### config.mk
export PLATFORM = sky130hd
export DESIGN_NAME = llc_input_arbiter
export DESIGN_NICKNAME = d
export VERILOG_FILES = /design/src/rtl/llc_input_arbiter.sv
export SDC_FILE = /design/constraint.sdc
export NUM_CORES = 1
export LEC_CHECK = 0
export CORE_MARGIN = 4
export CORE_UTILIZATION = 52
export CTS_BUF_LIST = sky130_fd_sc_hd__clkbuf_4 sky130_fd_sc_hd__clkbuf_8
export CTS_CLUSTER_DIAMETER = 80
export DETAILED_ROUTE_END_ITERATION = 8
export GPL_ROUTABILITY_DRIVEN = 1
export GPL_TIMING_DRIVEN = 0
export MAX_ROUTING_LAYER = met4
export PLACE_DENSITY = 0.81
export REMOVE_ABC_BUFFERS = 1
export SETUP_SLACK_MARGIN = 0.15
export SLEW_MARGIN = 20
export SYNTH_ARGS = -nofsm -noshare
export SYNTH_HDL_FRONTEND = slang
export SYNTH_SLANG_ARGS = --single-unit
### constraint.sdc
create_clock -name clk -period 2.1 [get_ports clk]
set_clock_uncertainty 0.2 [all_clocks]
set_input_delay 0.42 -clock clk [delete_from_list [all_inputs] [get_ports clk]]
set_output_delay 0.42 -clock clk [all_outputs]
set_load 0.03 [all_outputs]
### src/rtl/llc_input_arbiter.sv
// Admits one of the four LLC input channels per core pipeline pass. Fixed priority with
// age-based promotion of req/dma; the winner id is held for the core until txn_done.
//
// state | meaning
// IDLE  | no transaction in flight; arbitrate when decode_en and a channel is eligible
// BUSY  | admitted transaction in flight; sel_id held, all readies low until txn_done
module llc_input_arbiter #(
   parameter  int STARVE_MAX = 8,
   localparam int AGE_W      = $clog2(STARVE_MAX + 1)
) (
   input  logic       clk,
   input  logic       rst,
   input  logic       rst_tb_valid,
   input  logic       rsp_in_valid,
   input  logic       req_in_valid,
   input  logic       dma_req_in_valid,
   input  logic       block_req,
   input  logic       block_dma,
   input  logic       decode_en,
   input  logic       txn_done,
   output logic       rst_tb_ready,
   output logic       rsp_in_ready,
   output logic       req_in_ready,
   output logic       dma_req_in_ready,
   output logic       sel_valid,
   output logic [1:0] sel_id,
   output logic       starve_flag
);

   typedef enum logic {IDLE, BUSY} state_t;

   localparam logic [AGE_W-1:0] AGE_MAX = AGE_W'(STARVE_MAX);
   localparam logic [1:0] ID_RST = 2'd0;
   localparam logic [1:0] ID_RSP = 2'd1;
   localparam logic [1:0] ID_REQ = 2'd2;
   localparam logic [1:0] ID_DMA = 2'd3;

   state_t           state;
   logic             arm_q;
   logic [AGE_W-1:0] req_age;
   logic [AGE_W-1:0] dma_age;

   logic       elig_req;
   logic       elig_dma;
   logic       req_aged;
   logic       dma_aged;
   logic       arb_en;
   logic       win_any;
   logic       win_aged;
   logic [1:0] win_id;
   logic       grant;

   assign elig_req = req_in_valid & ~block_req;
   assign elig_dma = dma_req_in_valid & ~block_dma;
   assign req_aged = elig_req && (req_age == AGE_MAX);
   assign dma_aged = elig_dma && (dma_age == AGE_MAX);

   // arm_q keeps every ready low in the first cycle out of reset
   assign arb_en = (state == IDLE) && arm_q && decode_en && !rst;

   always_comb begin
      win_any  = 1'b1;
      win_aged = 1'b0;
      win_id   = ID_RST;
      if (rst_tb_valid) begin
         win_id = ID_RST;
      end else if (req_aged) begin
         win_id   = ID_REQ;
         win_aged = 1'b1;
      end else if (dma_aged) begin
         win_id   = ID_DMA;
         win_aged = 1'b1;
      end else if (rsp_in_valid) begin
         win_id = ID_RSP;
      end else if (elig_req) begin
         win_id = ID_REQ;
      end else if (elig_dma) begin
         win_id = ID_DMA;
      end else begin
         win_any = 1'b0;
      end
   end

   assign grant            = arb_en && win_any;
   assign rst_tb_ready     = grant && (win_id == ID_RST);
   assign rsp_in_ready     = grant && (win_id == ID_RSP);
   assign req_in_ready     = grant && (win_id == ID_REQ);
   assign dma_req_in_ready = grant && (win_id == ID_DMA);
   assign starve_flag      = grant && win_aged;

   always_ff @(posedge clk) begin
      if (rst) begin
         state     <= IDLE;
         arm_q     <= 1'b0;
         sel_valid <= 1'b0;
         sel_id    <= ID_RST;
         req_age   <= '0;
         dma_age   <= '0;
      end else begin
         arm_q <= 1'b1;
         case (state)
            IDLE: begin
               if (grant) begin
                  state     <= BUSY;
                  sel_valid <= 1'b1;
                  sel_id    <= win_id;
               end
            end
            BUSY: begin
               if (txn_done) begin
                  state     <= IDLE;
                  sel_valid <= 1'b0;
               end
            end
            default: state <= IDLE;
         endcase

         if (!elig_req)
            req_age <= '0;
         else if (grant) begin
            if (win_id == ID_REQ)
               req_age <= '0;
            else if (req_age != AGE_MAX)
               req_age <= req_age + 1'b1;
         end

         if (!elig_dma)
            dma_age <= '0;
         else if (grant) begin
            if (win_id == ID_DMA)
               dma_age <= '0;
            else if (dma_age != AGE_MAX)
               dma_age <= dma_age + 1'b1;
         end
      end
   end

endmodule

-- Yosys cells after proc, flatten, opt, wreduce, memory -nomap -nowiden
Cells that the tools add are included.
- equality and inequality tests: 9
- shifts and indexed selects: 0
- bitwise operators: 7
- reductions and logical operators: 21
- mux-type cells: 26
- add/sub/neg operators: 2
- magnitude comparators: 0
- divide/modulo/power cells: 0
- $mul: 0
- operator list (operator ; count):
    two-way mux 4 bit ; 4
    two-way mux 1 bit ; 14
    two-way mux 2 bit ; 6
    logical AND 1 bit ; 11
    adder 4 x 1 -> 4 bit, second input constant ; 2
    == test 4 bit, second input constant ; 2
    != test 4 bit, second input constant ; 2
    AND reduction 2 bit ; 4
    inverter 1 bit ; 5
    == test 2 bit, second input constant ; 2
    != test 2 bit, second input constant ; 2
    one-hot mux 1 bit (2 select lines) ; 2
    nonzero test 2 bit ; 2
    OR reduction 2 bit ; 2
    AND 1 bit ; 2
    == test 2 x 1 -> 1 bit, second input constant ; 1
    logical NOT 2 bit ; 1
    logical NOT 1 bit ; 1
- output and inout bits: 8
- memories kept: 0
- bits in writable memories: 0
- flip-flop bits (word level): 13
- input port bits: 10
- latch bits: 0
- logic and storage cells: 71
- ROM bits: 0

-- Logic depth before layout (Yosys ltp)
- word-level depth: 11
- gate-level depth with buffers: 7
- mapped depth without buffers: 7

-- Least setup slack after synthesis
No wires, ideal clock.
- path kind: reg2out
- from: reg dma_age[0]
- to: out dma_req_in_ready
- cell stages (with the launch flop): 7
- data arrival time: 1.626 ns
- buffers on the path: 0
- path slack: -0.146 ns
- data required time: 1.480 ns
- cell sequence: dfxtp_1 > inv_1 > ha_1 > nand3b_1 > o21bai_1 > a211oi_1 > nor2b_1
- longest elaborated chain between the ends: 7
- elaborated cells between the ends (all ways): 11
- classes of those cells: eq/ne: 2; mux: 6; reduce/logical: 3
- RTL lines (item ; line ; RTL):
    from (decl) ; 41 ; logic [AGE_W-1:0] dma_age;
    from (signal assigned) ; 133 ; dma_age <= dma_age + 1'b1;
    == test 4 bit (*) ; 56 ; assign dma_aged = elig_dma && (dma_age == AGE_MAX);
    logical AND 1 bit (*) ; 56 ;
    two-way mux 2 bit / two-way mux 1 bit (equally long branches) ; 70 ; end else if (dma_aged) begin
    two-way mux 2 bit / two-way mux 1 bit (equally long branches) ; 67 ; end else if (req_aged) begin
    two-way mux 2 bit / two-way mux 1 bit (equally long branches) ; 65 ; if (rst_tb_valid) begin
    == test 2 bit / logical AND 1 bit (equally long branches) ; 88, 84 ;
    logical AND 1 bit (*) ; 88 ; assign dma_req_in_ready = grant && (win_id == ID_DMA);
    to (decl) ; 24 ; output logic dma_req_in_ready,
Mark *: on every way between the ends. The rest lies on a longest branch, timed or not.

-- Worst setup path in the final report
Ends and elaborated chain as after synthesis.

==> results.sh <==
export IMPL_status="complete, but fails checks"
export IMPL_violations="negative setup slack"
export IMPL_synth_area_leaders="dfxtp_1, nand2_1, ha_1"
export IMPL_ir_drop_uv=466
export IMPL_critPathMaxStageDelay_ps=340
export IMPL_synth_largest_area_cell="dfxtp_1"
export IMPL_start_kind="register"
export IMPL_layoutNonFillerInstCount=168
export IMPL_ys_warn_count=0
export IMPL_synthFlopType="dfxtp_1"
export IMPL_pre_cts_ws_ps=-1320
export IMPL_cts_sinks=13
export IMPL_synthCells=105
export IMPL_holdWs_ps=275
export IMPL_leakage_nw=0.623
export IMPL_crit_fanout=5
export IMPL_synthSimpleGateAreaFrac_pct=32.7
export IMPL_via_count=1175
export IMPL_grt_use_total_pct=26.9
export IMPL_ios=18
export IMPL_setup_violations=5
export IMPL_worst_slack_ps=-355
export IMPL_syn_to_final_growth_pct=67.0
export IMPL_drc=0
export IMPL_final_common_cell="buf_4"
export IMPL_synth_compound_area_share_pct=25.4
export IMPL_yosys_area_top_type_share_pct=30.5
export IMPL_drtPass1Iterations=4
export IMPL_nets=167
export IMPL_antenna_found_initial=0
export IMPL_cp_data_arrival_time_ps=1830
export IMPL_grtUsageMet3_pct=9.20
export IMPL_routedWlPerCell_um=23.5
export IMPL_worst_pin_slew_ps=466
export IMPL_start_util_pct=55.9
export IMPL_ys_types=35
export IMPL_fin_crit_sh_pct=117
export IMPL_cap_violations=0
export IMPL_synth_top_family_by_area="simple AND/OR/NAND/NOR gates"
export IMPL_hold_viol_final=0
export IMPL_relSlewSlack_pct=68.6
export IMPL_post_route_util_pct=93.3
export IMPL_ant_nets=0
export IMPL_max_freq_ghz=0.407
export IMPL_rsz0062_at_grt="yes"
export IMPL_synth_edf_count=0
export IMPL_power_density_nw_per_um2=396
export IMPL_grt_pass1_vias=1047
export IMPL_path_cells="inv_2 -> ha_4 -> nand3b_1 -> o21bai_4 -> a211oi_2 -> nor2b_2 -> buf_6"
export IMPL_drive_gt1_share_pct=52.6
export IMPL_synthArstFlopShare_pct=0
export IMPL_diodes=0
export IMPL_drtIter0Drc=116
export IMPL_critPathKind="register to output port"
export IMPL_cts_made_buffers=3
export IMPL_tritoncts="done"
export IMPL_gp_congestion=0.735
export IMPL_dieArea_um2=2350
export IMPL_grt_pass1_wl_um=4930
export IMPL_final_area_um2=1420
export IMPL_synth_mux_area_fraction_pct=0
export IMPL_htreeDepth=1
export IMPL_synth_seq_area_share_pct=30.5
export IMPL_crit_slowest_cell="dfxtp_2"
export IMPL_synthAdderAreaFrac_pct=5.87
export IMPL_top_usage_layer="met2"
export IMPL_synth_seq_cells=13
export IMPL_wl_um=3960
export IMPL_dp_final_hpwl_um=1420
export IMPL_cp_end_kind="output port"
export IMPL_slew_violations=0
export IMPL_grt_max_degree=12
export IMPL_dpl_instance_area_um2=1010
export IMPL_layout_common_cells="buf_4, buf_6, nand2_1"
export IMPL_clock_root_buffer="clkbuf_4"
export IMPL_cp_top_family="compound AO/OA/AOI/OAI gates"
export IMPL_critPathRequiredTime_ps=1480
export IMPL_met1_usage_pct=29.9
export IMPL_use_met2_pct=45.4
export IMPL_synth_xor_area_share_pct=0
export IMPL_insertion_delay_ps=300
export IMPL_syn_avg_cell_area_um2=8.11
export IMPL_post_route_min_period_ps=2450
export IMPL_cp_num_buf_inv=2
export IMPL_gr_total_overflow=0
export IMPL_die_y_um=48.5
export IMPL_portBuffers=17
export IMPL_vias_per_cell=6.99
export IMPL_clk_pin_slew_ps=100
export IMPL_core_area_um2=1520
export IMPL_hold_path_class="primary input to register"
export IMPL_fp_dieW_um=48.5
export IMPL_dp_cells=136
export IMPL_rows=14
export IMPL_clockBufferDepth=2
export IMPL_syn_area_um2=852
## cell type report
cell class	instances	area, um2
Inverter	5	21.3
Clock buffer	4	30.0
Fill cell	52	101
Tap cell	16	20.0
Sequential cell	13	272
Timing Repair Buffer	45	410
Multi-Input combinational cell	85	669
## metal layers
layer | part of all wire, % | vias to the layer above
li1 | - | 477
met1 | 36 | 547
met2 | 48 | 118
met3 | 12 | 33
met4 | 4.2 | 0
met5 | 0 | -
## through the flow
| stage | power, mW | TNS, ps |
|---|---|---|
| after CTS | 0.529 | -780 |
| after global placement | 0.338 | -8650 |
| after floorplan | 0.301 | -355 |
| after global routing | 0.579 | -1860 |
| final | 0.563 | -1360 |
| after detailed placement | 0.340 | -9120 |
## where the power goes
| group | switching (mW) | internal [mW] | leakage (nW) | total (mW) |
|---|---|---|---|---|
| logic | 0.0671 | 0.0511 | 0.497 | 0.118 |
| clock network | 0.105 | 0.0870 | 0.0184 | 0.192 |
| registers | 0.00392 | 0.249 | 0.109 | 0.253 |
| total | 0.176 | 0.388 | 0.623 | 0.563 |
## synth_stat cells (all sizes together) (3+ instances only)
master	n
nand2	14
dfxtp	13
nor2	9
nand3	8
o21ai	8
a21oi	6
inv	5
ha	4
nor2b	4
nand2b	3
nand3b	3
## sequential cells by signal (all words and copies together), names as in the netlist
signal,flops
arm_q,1
dma_age,4
req_age,4
sel_id,2
sel_valid,1
state,1
## repair_timing
item	4_1_cts	5_1_grt
pin swaps	10	9
endpoints found under the setup margin	15	16
gates resized for setup	67	45
setup buffers	22	6
hold buffers	0	0
cloned	0	0
## logic make-up (layout without fill, tap and decap cells)
logic type / count (synthesis) / count (layout)
buffers and inverters: 7 / 54
adders and majority gates: 4 / 4
AOI/OAI and AO/OA: 29 / 29
DFF: 13 / 13
and+or+nand+nor: 52 / 52
## final timing paths
| kind | slack, ps | endpoint | cells after the start | from |
|---|---|---|---|---|
| worst min register to register | 300 | sel_id[1] | 2 | sel_id[1] |
| worst max register to register | -130 | sel_id[1] | 14 | dma_age[0] |
| worst min-delay path | 270 | arm_q | 2 | rst |
| worst max-delay path | -350 | dma_req_in_ready | 7 | dma_age[0] |
## worst register-to-register path, delay by kind of cell (launching register included)
kind                       cells  cell delay, ps
adders and majority gates      1             120
and+or+nand+nor                2             240
AOI/OAI and AO/OA              2             240
buffers and inverters          9            1050
DFF                            1             340
Note: power is estimated with default switching activity, not from simulation.
